**config.mk**
```make
export PLATFORM = sky130hd
export DESIGN_NAME = branch_predictor
export DESIGN_NICKNAME = d
export VERILOG_FILES = /design/src/rtl/branch_predictor.sv
export SDC_FILE = /design/constraint.sdc
export NUM_CORES = 1
export LEC_CHECK = 0
export BUFFER_PORTS_ARGS = -buffer_cell sky130_fd_sc_hd__buf_4
export CORE_MARGIN = 3
export CORE_UTILIZATION = 55
export CTS_CLUSTER_DIAMETER = 200
export DETAILED_ROUTE_END_ITERATION = 10
export PLACE_DENSITY_LB_ADDON = 0.05
export REMOVE_ABC_BUFFERS = 1
export SLEW_MARGIN = 15
export SYNTH_ARGS = -nofsm -noshare
export SYNTH_HDL_FRONTEND = slang
export SYNTH_SLANG_ARGS = --single-unit
```
**constraint.sdc**
```tcl
create_clock -name clk -period 4.4 [get_ports clk]
set_clock_uncertainty 0.15 [all_clocks]
set_input_delay 0.22 -clock clk [delete_from_list [all_inputs] [get_ports clk]]
set_output_delay 0.22 -clock clk [all_outputs]
set_load 0.02 [all_outputs]
```
**src/rtl/branch_predictor.sv**
```systemverilog
// ---------------------------------------------------------------------------
// branch_predictor
//   Direction predictor built from a table of 2-bit saturating counters.
//   The FD-stage lookup is combinational. The X-stage resolved outcome
//   trains the counter indexed by pc[IDX+1:2]. Branch and mispredict
//   counts are kept for CSR readout.
//
//   Optional feature macro: BPRED_TAG_EN
//     defined   : each entry also holds a valid bit and a tag. A lookup miss
//                 predicts not-taken. An update that misses allocates the
//                 entry (counter 10 if taken, 01 if not).
//     undefined : there is no tag storage, so aliasing PCs share a counter.
//
// Ports
//   clk, rst          clock and synchronous active-high reset
//   guess_pc/valid    FD lookup request
//   guess_taken       predicted direction (combinational)
//   check_pc/valid    X-stage training request
//   check_taken       resolved direction
//   check_mispredict  core mispredict flag (statistics only)
//   br_count          resolved-branch count (registered, wraps)
//   mispredict_count  mispredict count (registered, wraps)
// ---------------------------------------------------------------------------
module branch_predictor #(
    parameter int LINES    = 32,
    parameter int PC_WIDTH = 32
) (
    input  logic                clk,
    input  logic                rst,
    input  logic [PC_WIDTH-1:0] guess_pc,
    input  logic                guess_valid,
    output logic                guess_taken,
    input  logic [PC_WIDTH-1:0] check_pc,
    input  logic                check_valid,
    input  logic                check_taken,
    input  logic                check_mispredict,
    output logic [31:0]         br_count,
    output logic [31:0]         mispredict_count
);
    localparam int IDX  = $clog2(LINES);
    localparam int TAGW = PC_WIDTH - IDX - 2;

    logic [1:0]     ctr [LINES];
    logic [IDX-1:0] guess_idx;
    logic [IDX-1:0] check_idx;
    logic           guess_hit;
    logic           check_hit;
    logic [1:0]     ctr_next;

    assign guess_idx = guess_pc[IDX+1:2];
    assign check_idx = check_pc[IDX+1:2];

`ifdef BPRED_TAG_EN
    logic [LINES-1:0] vld;
    logic [TAGW-1:0]  tag_mem [LINES];

    assign guess_hit = vld[guess_idx] && (tag_mem[guess_idx] == guess_pc[PC_WIDTH-1:IDX+2]);
    assign check_hit = vld[check_idx] && (tag_mem[check_idx] == check_pc[PC_WIDTH-1:IDX+2]);

    logic unused_pc;
    assign unused_pc = ^{guess_pc[1:0], check_pc[1:0]};
`else
    assign guess_hit = 1'b1;
    assign check_hit = 1'b1;

    // Tag bits only matter in the tagged build.
    logic unused_pc;
    assign unused_pc = ^{guess_pc[PC_WIDTH-1:IDX+2], guess_pc[1:0],
                         check_pc[PC_WIDTH-1:IDX+2], check_pc[1:0]};
`endif

    // The lookup reads the registered table, so a same-cycle update to the
    // same index is not bypassed.
    assign guess_taken = guess_valid & guess_hit & ctr[guess_idx][1];

    // Saturating step for a hit. A miss (tagged build only) reinitialises the
    // counter to the weak state for the resolved direction.
    always_comb begin
        ctr_next = ctr[check_idx];
        if (!check_hit) begin
            ctr_next = check_taken ? 2'b10 : 2'b01;
        end else if (check_taken) begin
            if (ctr[check_idx] != 2'b11) ctr_next = ctr[check_idx] + 2'b01;
        end else begin
            if (ctr[check_idx] != 2'b00) ctr_next = ctr[check_idx] - 2'b01;
        end
    end

    always_ff @(posedge clk) begin
        if (rst) begin
            for (int i = 0; i < LINES; i++) ctr[i] <= 2'b01;
`ifdef BPRED_TAG_EN
            vld <= '0;
`endif
            br_count         <= '0;
            mispredict_count <= '0;
        end else if (check_valid) begin
            ctr[check_idx] <= ctr_next;
`ifdef BPRED_TAG_EN
            vld[check_idx]     <= 1'b1;
            tag_mem[check_idx] <= check_pc[PC_WIDTH-1:IDX+2];
`endif
            br_count <= br_count + 32'd1;
            if (check_mispredict) mispredict_count <= mispredict_count + 32'd1;
        end
    end
endmodule

```
; ---- Yosys cells after proc, flatten, opt, wreduce, memory -nomap -nowiden
; Memories as Yosys holds them, arrays and structs flattened.
; Cells that the tools add are included.
[word_totals]
regBits = 64
latchBits = 0
ramBits = 64
mem_bits_ro = 0
input_bits = 70
output_inout_bits = 65
word_cells = 23
memories = 1
[op_classes]
add_sub_neg = 4
mul = 0
div_mod_pow = 0
magnitude_cmp = 0
n_eq_ne = 1
shift = 0
n_mux = 11
bitwise_logic = 1
reduce_logical = 3
[mem_list]
columns = memory, words, word_bits, rd, rd_clocked_by_memory_dff, wr, line_no
row1 = ctr, 32, 2, 2, 0, 32, 43  ; logic [1:0] ctr [LINES];
[ops]
columns = op, count
row1 = adder 32 x 1 -> 32 bit (second input constant), 2
row2 = two-way mux 2 bit, 4
row3 = two-way mux 1 bit, 6
row4 = two-way mux 5 bit, 1
row5 = adder 2 x 1 -> 2 bit (second input constant), 1
row6 = inequality test 2 bit (second input constant), 1
row7 = AND reduction 2 bit, 1
row8 = nonzero test 2 bit, 1
row9 = OR reduction 2 bit, 1
row10 = subtractor 2 x 1 -> 2 bit (second input constant), 1
row11 = AND 1 bit, 1

; ---- Depth between registers and ports, before layout
[logic_depth]
ltp_word = 5
depth_mapped = 9
ltp_nobuf = 7

; ---- Least setup slack after synthesis
; Ideal clock, no wire load.
[synth_path]
kind = input-to-reg
start = input check_pc[3]
end = memory ctr[28][1], data pin
setup_ns = 0.266
arrival_time_ns = 1.909
required_ns = 3.984
slack_ns = 2.075
stages = 8
path_buffers = 3
path_cell_list = buf_2 > buf_4 > mux4_2 > a222oi_1 > and3_1 > maj3_2 > buf_2 > nor3_1
[synth_rtl]
columns = item, line_no
row1 = from (decl), 33  ; input logic [PC_WIDTH-1:0] check_pc,
row2 = to (decl), 43

==> impl_metrics.csv <==
group,metric,value,unit
die,die_y,113,um
synth,yosys.area.top_type_share,0.305,
clocking,htreeDepth,4,
die,start_util,0.572,
cells_and_area,nNetsFinal,762,
die,die-area,12800,um^2
worst_setup_path,cpPeakStageDelay,0.62,ns
worst_setup_path,cp_cell_sequence,"mux4_2 -> nor2b_1 -> a211oi_1 -> and3_1 -> maj3_2 -> nand3_1",
synth,synth_top_family_by_area,"simple AND/OR/NAND/NOR gates",
place,dp_hpwl,9420,um
worst_setup_path,slowest_stage,"maj3_2",
timing,max_freq,355,MHz
worst_setup_path,crit_arrival,2.77,ns
route,drt_iter0_markers,290,
power,ir_worst_vdd,0.217,mV
flow_run,drv_cap,0,
worst_setup_path,reg2reg_from,"ctr[27][1]$_SDFFCE_PN0P_",
min_path,hp-class,"input port to register",
worst_setup_path,end_kind,"register",
timing,setup-violations-final,0,
global_route,grt_pass1_vias,4809,
clocking,cts_sinks,128,
route,vias_per_cell,5.78,
global_route,grtUsageMet3,0.0529,
place,gp_routability_congestion,0.800,
global_route,antenna_found_initial,1,
worst_setup_path,r2r_end,"ctr[7][0]$_SDFFCE_PN1P_",
place,port_buffers,80,
synth,synthMuxAreaShare,0.0912,
synth,synth_area,6310,um^2
timing,post-route-period-util,0.641,
cells_and_area,drive_gt1_frac,0.203,
timing,final_hold_viol_count,0,
route,wl,14000,um
worst_setup_path,startpoint_type,"register",
clocking,clk_path_buf_depth,2,
die,num_io_pins,135,
synth,synth_edf_count,64,
synth,synth_compound_area_frac,0.0404,
die,core,11000,um^2
synth,yosys.area.top_type,"edfxtp_1",
worst_setup_path,worstSetupPathType,"register to register",
cells_and_area,final_cell_mix,"89 x nor2_1, 83 x buf_4, 64 x dfxtp_1, 64 x edfxtp_1, 51 x nand2_1",
worst_setup_path,required,4.35,ns
global_route,gr-usage-all-layers,0.228,
min_path,holdPathEnd,"mispredict_count[1]$_SDFFE_PP0P_",
synth,syn_area_per_cell,10.2,um^2
synth,async_reset_ff_frac,0,
synth,synth_cells,621,
global_route,gr-usage-met2,0.368,
min_path,hold_depth,3,
worst_setup_path,r2r_slack,1.58,ns
timing,slew_viol_final,0,
global_route,grt_max_degree,93,
synth,synth-adder-area-share,0.00753,
cells_and_area,diodes,0,
route,wire_per_inst,16.6,um
worst_setup_path,reg2reg_depth,6,
route,via_count,4875,
timing,rsz0062_at_grt,"no",
worst_setup_path,critPathMaxFanout,32,
synth,synth_xor_area_frac,0.0736,
route,drc,0,
min_path,holdCritStartpoint,"check_valid",
global_route,grt_use_met1,0.300,
timing,timing.final.crit_period,2.82,ns
synth,synthTopCellsByArea,"edfxtp_1 30%, dfxtp_1 20%, nor2_1 5.3%, xor2_1 5.3%, mux4_2 5.0%",
clocking,cts_inserted_buffers,17,
cells_and_area,areaGrowthSynthToFinish,19.5,%
synth,synth_cell_type_count,42,
global_route,overflow,0,
route,drt_pass1_iterations,5,
power,power.density,377,nW/um^2
timing,tightest_slew,0.928,ns
synth,ys_warn_count,0,
die,die-width,113,um
synth,synth_seq_cells,128,
global_route,gr-max-usage-layer,"met2",
clocking,cts_tree,"done",
synth,yosysSeqAreaShare,0.508,
clocking,clk_latency,0.40,ns
clocking,clkTransAtPathRegs,0.05,ns
die,row_count,38,
timing,hold_slack,0.0327,ns
timing,slew_headroom,0.376,
route,final_antenna_net_count,0,
clocking,cts-root-buf,"clkbuf_16",
synth,ys.flop_type,"edfxtp_1",
global_route,grt_pass1_wl,23400,um
timing,final.setup.tns,0,ns
cells_and_area,layout_commonest_cell,"nor2_1",
power,p_leak,2.75,nW
synth,synthSimpleGateAreaFrac,0.248,
cells_and_area,fin_util,0.684,
run_status,status,"completed",
==> where the power goes <==
| part | total [W] | internal, W | switching (W) | leakage [nW] |
|---|---|---|---|---|
| clock | 0.00138 | 0.000898 | 0.000477 | 0.292 |
| combinational | 0.000190 | 0.0000699 | 0.000120 | 1.37 |
| sequential | 0.00128 | 0.00127 | 0.0000131 | 1.09 |
==> worst max-delay path by stage <==
stage / startpoint / end / slack [ns] / cells after the start
6_report: ctr[27][1]$_SDFFCE_PN0P_ / ctr[7][0]$_SDFFCE_PN1P_ / 1.58 / 6
5_1_grt: ctr[27][1]$_SDFFCE_PN0P_ / ctr[7][0]$_SDFFCE_PN1P_ / 1.40 / 6
4_1_cts: ctr[27][1]$_SDFFCE_PN0P_ / ctr[7][0]$_SDFFCE_PN1P_ / 1.60 / 6
3_5_place_dp: check_pc[3] / ctr[7][0]$_SDFFCE_PN1P_ / 1.44 / 7
3_3_place_gp: check_pc[3] / ctr[11][0]$_SDFFCE_PN1P_ / 1.47 / 7
2_1_floorplan: ctr[15][0]$_SDFFCE_PN1P_ / ctr[12][1]$_SDFFCE_PN0P_ / 2.09 / 5
==> area by class of cell <==
cell class / instances / area (um^2)
Inverter: 7 / 26.3
Clock buffer: 30 / 588
Timing Repair Buffer: 84 / 633
Sequential cell: 128 / 3200
Fill cell: 888 / 3490
Tap cell: 140 / 175
Multi-Input combinational cell: 452 / 2910
Clock inverter: 2 / 12.5
==> per-stage QoR <==
step | total power (W) | worst slack [ns] | instances | area (um^2)
CTS | 0.00287 | 1.60 | 843 | 7540
detailed placement | 0.00150 | 1.44 | 810 | 6930
global route | 0.00295 | 1.40 | 843 | 7540
global placement | 0.00149 | 1.47 | 810 | 6930
floorplan | 0.00141 | 2.09 | 587 | 6140
finish | 0.00285 | 1.58 | 843 | 7540
==> sequential cells by signal, summed over array words and instances, names as in the netlist <==
signal / cells
ctr: 64
mispredict_count: 32
br_count: 32
==> cells in the mapped netlist, types with 2 or more instances <==
library cell	count
ha_1	2
a21o_1	2
or3_1	14
clkbuf_1	19
and4_1	9
xor2_1	38
mux2i_1	26
or3b_1	2
edfxtp_1	64
nand2_1	51
maj3_2	2
nor3_2	2
a21oi_1	10
inv_1	6
nand2b_1	17
and3_1	9
nor2b_1	5
dfxtp_1	64
nor2_1	89
or2_2	13
nand3b_1	3
o21ai_0	20
buf_4	4
mux4_2	14
and2_1	3
nand4_1	19
o221ai_1	4
buf_2	8
o22ai_1	4
nor3_1	21
buf_6	3
nor4_1	4
nand3_1	45
xnor2_1	15
nor3b_1	3
==> worst max-delay path, delay by kind of cell, from the launching register on <==
family	cells	cell delay, ns
multiplexers	1	0.47
AO/OA/AOI/OAI	1	0.30
flip-flops	1	0.38
AND/OR/NAND/NOR	3	0.60
adder cells (fa/ha/maj)	1	0.62
==> timing repair <==
| action | in CTS | in global routing |
|---|---|---|
| hold buffers | 1 | 0 |
| hold endpoints to repair | 1 | 0 |
| setup buffers | 0 | 0 |
| gates resized for setup | 0 | 0 |
==> cells by family after synthesis <==
family          count (synthesis)
xor+xnor                       53
flops                         128
compound gates                 44
buf+inv                        41
mux                            40
fa+ha+maj                       4
simple gates                  311
==> routing by layer <==
layer,part of all wire,vias to the layer above,routed length [um]
li1,-,2364,-
met1,0.44,2310,6110
met2,0.48,178,6790
met3,0.064,23,894
met4,0.017,0,235
met5,0,-,0
No activity file was read; power rests on OpenSTA's default activity.
